<file path="config.mk">
export PLATFORM = sky130hd
export DESIGN_NAME = peripheral_uart_wb_stream_bridge_flat
export DESIGN_NICKNAME = d
export VERILOG_FILES = /design/src/rtl/peripheral_uart_wb_stream_bridge_pkg.sv /design/src/rtl/peripheral_uart_wb_stream_bridge_if.sv /design/src/rtl/peripheral_uart_wb_stream_bridge_master_port.sv /design/src/rtl/peripheral_uart_wb_stream_bridge.sv /design/src/flat_wrapper.sv
export SDC_FILE = /design/constraint.sdc
export NUM_CORES = 1
export LEC_CHECK = 0
export CAP_MARGIN = 5
export CORE_MARGIN = 1
export CORE_UTILIZATION = 40
export CTS_CLUSTER_DIAMETER = 150
export DETAILED_ROUTE_END_ITERATION = 6
export DONT_BUFFER_PORTS = 1
export PLACE_DENSITY = 0.55
export SYNTH_ARGS = -nofsm -noshare
export SYNTH_HDL_FRONTEND = slang
export SYNTH_HIERARCHICAL = 1
export SYNTH_SLANG_ARGS = --single-unit
export TNS_END_PERCENT = 1
</file>
<file path="constraint.sdc">
create_clock -name wb_clk_i -period 1.6 [get_ports wb_clk_i]
set_clock_uncertainty 0.15 [all_clocks]
set_input_delay 0.24 -clock wb_clk_i [delete_from_list [all_inputs] [get_ports wb_clk_i]]
set_output_delay 0.24 -clock wb_clk_i [all_outputs]
set_load 0.005 [all_outputs]
</file>
<file path="src/rtl/peripheral_uart_wb_stream_bridge_pkg.sv">
// Shared constants and FSM state type for the UART Wishbone stream bridge.
package peripheral_uart_bridge_pkg;

  // 16550 register addresses (DLL/DLM only reachable with DLAB set)
  localparam logic [2:0] ADDR_RBR = 3'd0;
  localparam logic [2:0] ADDR_THR = 3'd0;
  localparam logic [2:0] ADDR_DLL = 3'd0;
  localparam logic [2:0] ADDR_DLM = 3'd1;
  localparam logic [2:0] ADDR_FCR = 3'd2;
  localparam logic [2:0] ADDR_LCR = 3'd3;
  localparam logic [2:0] ADDR_LSR = 3'd5;

  localparam logic [7:0] LCR_DLAB = 8'h80;
  // Enable FIFOs and clear both of them
  localparam logic [7:0] FCR_INIT = 8'h07;

  localparam int unsigned LSR_DR   = 0;
  localparam int unsigned LSR_THRE = 5;

  typedef enum logic [2:0] {
    StInitLcrDl,
    StInitDll,
    StInitDlm,
    StInitLcr,
    StInitFcr,
    StPollLsr,
    StReadRbr,
    StWriteThr
  } bridge_state_e;

endpackage

</file>
<file path="src/rtl/peripheral_uart_wb_stream_bridge_if.sv">
// Wishbone classic bus between the bridge (master) and the UART (slave).
interface peripheral_uart_wb_stream_bridge_if;
  logic [2:0] wb_adr_o;
  logic [7:0] wb_dat_o;
  logic [7:0] wb_dat_i;
  logic       wb_we_o;
  logic       wb_stb_o;
  logic       wb_cyc_o;
  logic [3:0] wb_sel_o;
  logic       wb_ack_i;

  modport master (
    output wb_adr_o, wb_dat_o, wb_we_o, wb_stb_o, wb_cyc_o, wb_sel_o,
    input  wb_dat_i, wb_ack_i
  );

  modport slave (
    input  wb_adr_o, wb_dat_o, wb_we_o, wb_stb_o, wb_cyc_o, wb_sel_o,
    output wb_dat_i, wb_ack_i
  );
endinterface

</file>
<file path="src/rtl/peripheral_uart_wb_stream_bridge_master_port.sv">
// Single Wishbone classic access engine. A start pulse launches one access
// (only while the bus is idle, which enforces the idle gap); done/rdat report
// completion in the ack cycle. Optional ack watchdog: UART_BRIDGE_TIMEOUT_EN.
module peripheral_uart_wb_master_port #(
  parameter int unsigned TIMEOUT = 255
) (
  input  logic       wb_clk_i,
  input  logic       wb_rst_i,
  input  logic       start,
  input  logic       we,
  input  logic [2:0] adr,
  input  logic [7:0] wdat,
  output logic       done,
  output logic [7:0] rdat,
  output logic       err,
  peripheral_uart_wb_stream_bridge_if.master wb
);

  logic       cyc_q;
  logic       we_q;
  logic [2:0] adr_q;
  logic [7:0] dat_q;
  logic       acked;

  assign acked = cyc_q && wb.wb_ack_i;

`ifdef UART_BRIDGE_TIMEOUT_EN
  logic [15:0] cnt_q;
  logic        err_q;
  logic        expire;

  assign expire = cyc_q && !wb.wb_ack_i && (cnt_q == 16'(TIMEOUT - 1));
  assign done   = acked || expire;
  // Abandoned reads return zero
  assign rdat   = acked ? wb.wb_dat_i : 8'h00;
  assign err    = err_q;

  // Watchdog counts cycles of the current access; error flag is sticky
  always_ff @(posedge wb_clk_i) begin
    if (wb_rst_i) begin
      cnt_q <= '0;
      err_q <= 1'b0;
    end else begin
      cnt_q <= (cyc_q && !done) ? cnt_q + 16'd1 : '0;
      if (expire) err_q <= 1'b1;
    end
  end
`else
  logic unused_timeout;
  assign unused_timeout = ^TIMEOUT;
  assign done = acked;
  assign rdat = wb.wb_dat_i;
  assign err  = 1'b0;
`endif

  // Bus signals are captured at start and held until the access completes
  always_ff @(posedge wb_clk_i) begin
    if (wb_rst_i) begin
      cyc_q <= 1'b0;
      we_q  <= 1'b0;
      adr_q <= '0;
      dat_q <= '0;
    end else if (done) begin
      cyc_q <= 1'b0;
      we_q  <= 1'b0;
    end else if (start && !cyc_q) begin
      cyc_q <= 1'b1;
      we_q  <= we;
      adr_q <= adr;
      dat_q <= wdat;
    end
  end

  assign wb.wb_cyc_o = cyc_q;
  assign wb.wb_stb_o = cyc_q;
  assign wb.wb_we_o  = we_q;
  assign wb.wb_adr_o = adr_q;
  assign wb.wb_dat_o = dat_q;
  assign wb.wb_sel_o = 4'b0001;

endmodule

</file>
<file path="src/rtl/peripheral_uart_wb_stream_bridge.sv">
// Wishbone master that initialises a 16550 UART and then exposes it as a TX
// byte stream in and an RX byte stream out by polling LSR.
// Optional ack watchdog: define UART_BRIDGE_TIMEOUT_EN.
module peripheral_uart_wb_stream_bridge
  import peripheral_uart_bridge_pkg::*;
#(
  parameter logic [15:0] DIVISOR = 16'd27,
  parameter logic [7:0]  LCR_FMT = 8'h03,
  parameter int unsigned TIMEOUT = 255
) (
  input  logic       wb_clk_i,
  input  logic       wb_rst_i,
  peripheral_uart_wb_stream_bridge_if.master wb,
  input  logic [7:0] tx_data_i,
  input  logic       tx_valid_i,
  output logic       tx_ready_o,
  output logic [7:0] rx_data_o,
  output logic       rx_valid_o,
  input  logic       rx_ready_i,
  output logic       init_done_o,
  output logic       err_o
);

  bridge_state_e state_q;
  logic          start_q;
  logic          busy_q;
  logic          last_rx_q;
  logic          tx_ready_q;
  logic          init_done_q;
  logic [7:0]    rx_data_q;
  logic          rx_valid_q;

  logic          done;
  logic [7:0]    rdat;
  logic          acc_we;
  logic [2:0]    acc_adr;
  logic [7:0]    acc_wdat;
  logic          rx_elig;
  logic          tx_elig;
  logic          pick_rx;
  logic          pick_tx;

  peripheral_uart_wb_master_port #(
    .TIMEOUT(TIMEOUT)
  ) u_port (
    .wb_clk_i(wb_clk_i),
    .wb_rst_i(wb_rst_i),
    .start   (start_q),
    .we      (acc_we),
    .adr     (acc_adr),
    .wdat    (acc_wdat),
    .done    (done),
    .rdat    (rdat),
    .err     (err_o),
    .wb      (wb)
  );

  // Access fields for the current state; sampled by the port on start
  always_comb begin
    acc_we   = 1'b1;
    acc_adr  = ADDR_LCR;
    acc_wdat = 8'h00;
    unique case (state_q)
      StInitLcrDl: begin acc_adr = ADDR_LCR; acc_wdat = LCR_DLAB | LCR_FMT; end
      StInitDll:   begin acc_adr = ADDR_DLL; acc_wdat = DIVISOR[7:0];       end
      StInitDlm:   begin acc_adr = ADDR_DLM; acc_wdat = DIVISOR[15:8];      end
      StInitLcr:   begin acc_adr = ADDR_LCR; acc_wdat = LCR_FMT;            end
      StInitFcr:   begin acc_adr = ADDR_FCR; acc_wdat = FCR_INIT;           end
      StPollLsr:   begin acc_we = 1'b0; acc_adr = ADDR_LSR;                 end
      StReadRbr:   begin acc_we = 1'b0; acc_adr = ADDR_RBR;                 end
      StWriteThr:  begin acc_adr = ADDR_THR; acc_wdat = tx_data_i;          end
      default: ;
    endcase
  end

  // Arbitration on fresh LSR data: alternate when both directions are ready
  always_comb begin
    rx_elig = rdat[LSR_DR] && !rx_valid_q;
    tx_elig = rdat[LSR_THRE] && tx_valid_i;
    pick_rx = rx_elig && (!tx_elig || !last_rx_q);
    pick_tx = tx_elig && !pick_rx;
  end

  // Sequencer: one access per state, next access requested in the ack cycle
  always_ff @(posedge wb_clk_i) begin
    if (wb_rst_i) begin
      state_q     <= StInitLcrDl;
      start_q     <= 1'b0;
      busy_q      <= 1'b0;
      last_rx_q   <= 1'b0;
      tx_ready_q  <= 1'b0;
      init_done_q <= 1'b0;
    end else begin
      start_q    <= 1'b0;
      tx_ready_q <= 1'b0;
      if (!busy_q) begin
        start_q <= 1'b1;
        busy_q  <= 1'b1;
      end else if (done) begin
        start_q <= 1'b1;
        unique case (state_q)
          StInitLcrDl: state_q <= StInitDll;
          StInitDll:   state_q <= StInitDlm;
          StInitDlm:   state_q <= StInitLcr;
          StInitLcr:   state_q <= StInitFcr;
          StInitFcr: begin
            state_q     <= StPollLsr;
            init_done_q <= 1'b1;
          end
          StPollLsr: begin
            if (pick_rx) begin
              state_q   <= StReadRbr;
              last_rx_q <= 1'b1;
            end else if (pick_tx) begin
              state_q   <= StWriteThr;
              last_rx_q <= 1'b0;
            end else begin
              state_q <= StPollLsr;
            end
          end
          StReadRbr:  state_q <= StPollLsr;
          StWriteThr: begin
            state_q    <= StPollLsr;
            tx_ready_q <= 1'b1;
          end
          default: state_q <= StInitLcrDl;
        endcase
      end
    end
  end

  // Single-entry RX holding register
  always_ff @(posedge wb_clk_i) begin
    if (wb_rst_i) begin
      rx_data_q  <= '0;
      rx_valid_q <= 1'b0;
    end else if (done && state_q == StReadRbr) begin
      rx_data_q  <= rdat;
      rx_valid_q <= 1'b1;
    end else if (rx_valid_q && rx_ready_i) begin
      rx_valid_q <= 1'b0;
    end
  end

  assign tx_ready_o  = tx_ready_q;
  assign rx_data_o   = rx_data_q;
  assign rx_valid_o  = rx_valid_q;
  assign init_done_o = init_done_q;

endmodule

</file>
<file path="src/flat_wrapper.sv">
// flat-port wrapper written by rule: the top's interface ports become plain ports
module peripheral_uart_wb_stream_bridge_flat import peripheral_uart_bridge_pkg::*;
#(
  parameter logic [15:0] DIVISOR = 16'd27,
  parameter logic [7:0]  LCR_FMT = 8'h03,
  parameter int unsigned TIMEOUT = 255
)
  (wb_clk_i, wb_rst_i, tx_data_i, tx_valid_i, tx_ready_o, rx_data_o, rx_valid_o, rx_ready_i, init_done_o, err_o, wb_wb_adr_o, wb_wb_dat_o, wb_wb_we_o, wb_wb_stb_o, wb_wb_cyc_o, wb_wb_sel_o, wb_wb_dat_i, wb_wb_ack_i);
  peripheral_uart_wb_stream_bridge_if wb_i ();
  input  logic wb_clk_i;
  input  logic wb_rst_i;
  input  logic [7:0] tx_data_i;
  input  logic tx_valid_i;
  output logic tx_ready_o;
  output logic [7:0] rx_data_o;
  output logic rx_valid_o;
  input  logic rx_ready_i;
  output logic init_done_o;
  output logic err_o;
  output wire logic [$bits(wb_i.wb_adr_o)-1:0] wb_wb_adr_o;
  output wire logic [$bits(wb_i.wb_dat_o)-1:0] wb_wb_dat_o;
  output wire logic [$bits(wb_i.wb_we_o)-1:0] wb_wb_we_o;
  output wire logic [$bits(wb_i.wb_stb_o)-1:0] wb_wb_stb_o;
  output wire logic [$bits(wb_i.wb_cyc_o)-1:0] wb_wb_cyc_o;
  output wire logic [$bits(wb_i.wb_sel_o)-1:0] wb_wb_sel_o;
  input wire logic [$bits(wb_i.wb_dat_i)-1:0] wb_wb_dat_i;
  input wire logic [$bits(wb_i.wb_ack_i)-1:0] wb_wb_ack_i;
  assign wb_wb_adr_o = wb_i.wb_adr_o;
  assign wb_wb_dat_o = wb_i.wb_dat_o;
  assign wb_wb_we_o = wb_i.wb_we_o;
  assign wb_wb_stb_o = wb_i.wb_stb_o;
  assign wb_wb_cyc_o = wb_i.wb_cyc_o;
  assign wb_wb_sel_o = wb_i.wb_sel_o;
  assign wb_i.wb_dat_i = wb_wb_dat_i;
  assign wb_i.wb_ack_i = wb_wb_ack_i;
  peripheral_uart_wb_stream_bridge #(.DIVISOR(DIVISOR), .LCR_FMT(LCR_FMT), .TIMEOUT(TIMEOUT)) u_core (.wb_clk_i(wb_clk_i), .wb_rst_i(wb_rst_i), .wb(wb_i), .tx_data_i(tx_data_i), .tx_valid_i(tx_valid_i), .tx_ready_o(tx_ready_o), .rx_data_o(rx_data_o), .rx_valid_o(rx_valid_o), .rx_ready_i(rx_ready_i), .init_done_o(init_done_o), .err_o(err_o));
endmodule
</file>
==> impl_metrics.json <==
{
  "status": "complete, no violations",
  "critPathLaunchType": "register",
  "critPathMaxFanout": 5,
  "netlist.area_leader.share_pct": 41.59,
  "clock-root-buffer": "clkbuf_4",
  "final-hold-violation-count": 0,
  "dr.pass1.iters": 4,
  "hold_path_class": "input pin to register",
  "grt_start_max_net_pins": 26,
  "antenna_cells": 0,
  "setup_viol": 0,
  "drtIter0Drc": 37,
  "final.min_clock_period_ns": 1.459,
  "ant_nets": 0,
  "yosysUniqueCellTypes": 35,
  "clk_latency_ns": 0.33,
  "yosys_warnings": 6,
  "numCtsBuffers": 5,
  "placed_area_um2": 1363,
  "ys_ff_latch": 30,
  "finalPower_mw": 1.408,
  "syn_area_per_cell_um2": 7.977,
  "die_h_um": 62.08,
  "dieWidth_um": 62.08,
  "grt_remaining_overflow": 0,
  "drive_above_1_share_pct": 12.30,
  "htree_levels": 2,
  "grt_pass1_vias": 1035,
  "synth_area_leaders": "dfxtp_1, nand2_1, buf_4",
  "syn_inst": 181,
  "pin_count": 51,
  "initial_core_util_pct": 42.60,
  "timing.final.crit_share_pct": 91.21,
  "ys_seq_area_share_pct": 41.59,
  "fin_nets": 207,
  "vias": 1162,
  "relSlewSlack_pct": 40.79,
  "p_leak_nw": 0.6066,
  "synth_common_cells": "nand2_1, dfxtp_1, a21oi_1, buf_4",
  "gp_congestion": 0.7340,
  "clock.fmax_mhz": 685.3,
  "viasPerCell": 4.987,
  "die-area_um2": 3854,
  "antenna_found_initial": 0,
  "cp.arrival_ns": 1.58,
  "async_flop_share_pct": 0,
  "hpwlAfterDp_um": 1953,
  "area_delta_synth_final_pct": 10.23,
  "route.detailed.drc": 0,
  "postLayoutCellArea_um2": 1592,
  "cp.required_ns": 1.72,
  "design.core.area_um2": 3390,
  "peakVddDrop_mv": 0.3653,
  "post_cts_buffers": 0,
  "routed_wl_um": 2879,
  "cp-end-kind": "register",
  "cts.clk_slew.worst_paths_ns": 0.09,
  "clock_sinks": 30,
  "synthFlopType": "dfxtp_1",
  "clk_path_buf_depth": 2,
  "wire_per_inst_um": 12.36,
  "drv_cap": 0,
  "powerDensity_nw_per_um2": 884.4,
  "synth_largest_area_cell": "dfxtp_1",
  "num_rows": 21,
  "synth_area_um2": 1444,
  "worst_pin_slew_ns": 0.8853,
  "worstSetupPathType": "register to register",
  "slew_violations": 0,
  "fin_setup_tns_ns": 0,
  "synth-edff-count": 0,
  "grt_usage_pct": 16.34,
  "grt_pass1_wl_um": 4402,
  "cts_tree": "yes",
  "yosysMostFrequentCell": "nand2_1",
  "rsz0062_at_grt": "no",
  "io_buffers": 0
}
==> state kept, by name, indices dropped and copies added, names as in the netlist <==
register,count
u_core/busy_q,1
u_core/last_rx_q,1
u_core/init_done_o,1
u_core/start_q,1
u_core/u_port/wb.wb_we_o,1
u_core/u_port/wb.wb_cyc_o,1
u_core/state_q,3
u_core/rx_data_o,8
u_core/tx_ready_o,1
u_core/rx_valid_o,1
u_core/u_port/wb.wb_adr_o,3
u_core/u_port/wb.wb_dat_o,8
==> worst max-delay path, cell delays in order, from the launching register on <==
cell and delay (ns):
dfxtp_1 0.34, and2_2 0.20, inv_1 0.05, a21oi_1 0.12, dlygate4sd3_1 0.55
==> path summary, 6_finish.rpt <==
kind                             start                to  slack (ns)  depth (start not counted)
max          u_core/u_port/wb.wb_cyc_o    u_core/start_q        0.14                          4
min                     wb_wb_dat_i[5]  u_core/last_rx_q        0.03                          3
max reg2reg  u_core/u_port/wb.wb_cyc_o    u_core/start_q        0.14                          4
min reg2reg           u_core/last_rx_q  u_core/last_rx_q        0.32                          2
==> metrics by stage <==
step                      util, %  std cells  hold WS (ns)  worst slack [ns]
after floorplan                 -        184        0.1591            0.2001
after global placement      40.20        209        0.1617            0.1318
after detailed placement    40.20        209        0.1630            0.1384
after CTS                   46.81        233       0.01182           0.07462
after global routing        46.95        233       0.03666          0.005242
final                       46.95        233       0.03092            0.1407
==> cell usage in the layout, fill, tap and decap left out, drive strengths merged, types with 3 or more instances in the layout <==
master       synthesis  layout
and2                 5       5
dlygate4sd3          0      16
a31oi                3       3
a21boi               3       3
a21o                 3       3
conb                 2       5
nand3                5       5
a21oi               22      22
buf                 24       5
nand2               48      48
nand2b               4       4
dfxtp               30      30
clkbuf               2       6
nor2                 5       5
o21ai                3       3
==> what timing repair did <==
action,CTS,global route
resized for setup,0,4
endpoints found under the setup margin,0,10
endpoints found under the hold margin,29,0
hold buffers,16,0
==> routing by layer <==
| metal | wire [µm] | track usage (%) | vias to the layer above |
|---|---|---|---|
| met3 | 243 | 7.660 | 6 |
| met5 | 0 | 0 | - |
| met1 | 1151 | 16.39 | 533 |
| met4 | 41 | 7.619 | 0 |
| met2 | 1442 | 28.57 | 38 |
| li1 | - | - | 585 |
==> report_power, final <==
| group | leakage, nW | switching, mW | internal, mW | total [mW] |
|---|---|---|---|---|
| Combinational | 0.328 | 0.0670 | 0.0702 | 0.137 |
| Clock | 0.0343 | 0.269 | 0.211 | 0.480 |
| Sequential | 0.245 | 0.0223 | 0.768 | 0.790 |
| Total | 0.607 | 0.358 | 1.05 | 1.41 |
==> cell families after synthesis <==
logic type	count (synthesis)	synth area share, %
buf+inv	28	13.52
simple gates	79	26.34
mux	2	1.387
compound gates	39	16.03
xor+xnor	1	0.6067
flops	30	41.59
other cells	2	0.5201
==> layout make-up <==
class                      instances  area [µm²]
fill                             348        1798
multi-input combinational        126       661.9
sequential                        30       603.1
timing repair buffer              21       197.7
tap                               46       57.56
clock buffer                       6       51.30
clock inverter                     2       12.51
inverter                           2       7.507
Power figures use the tool's default switching activity.
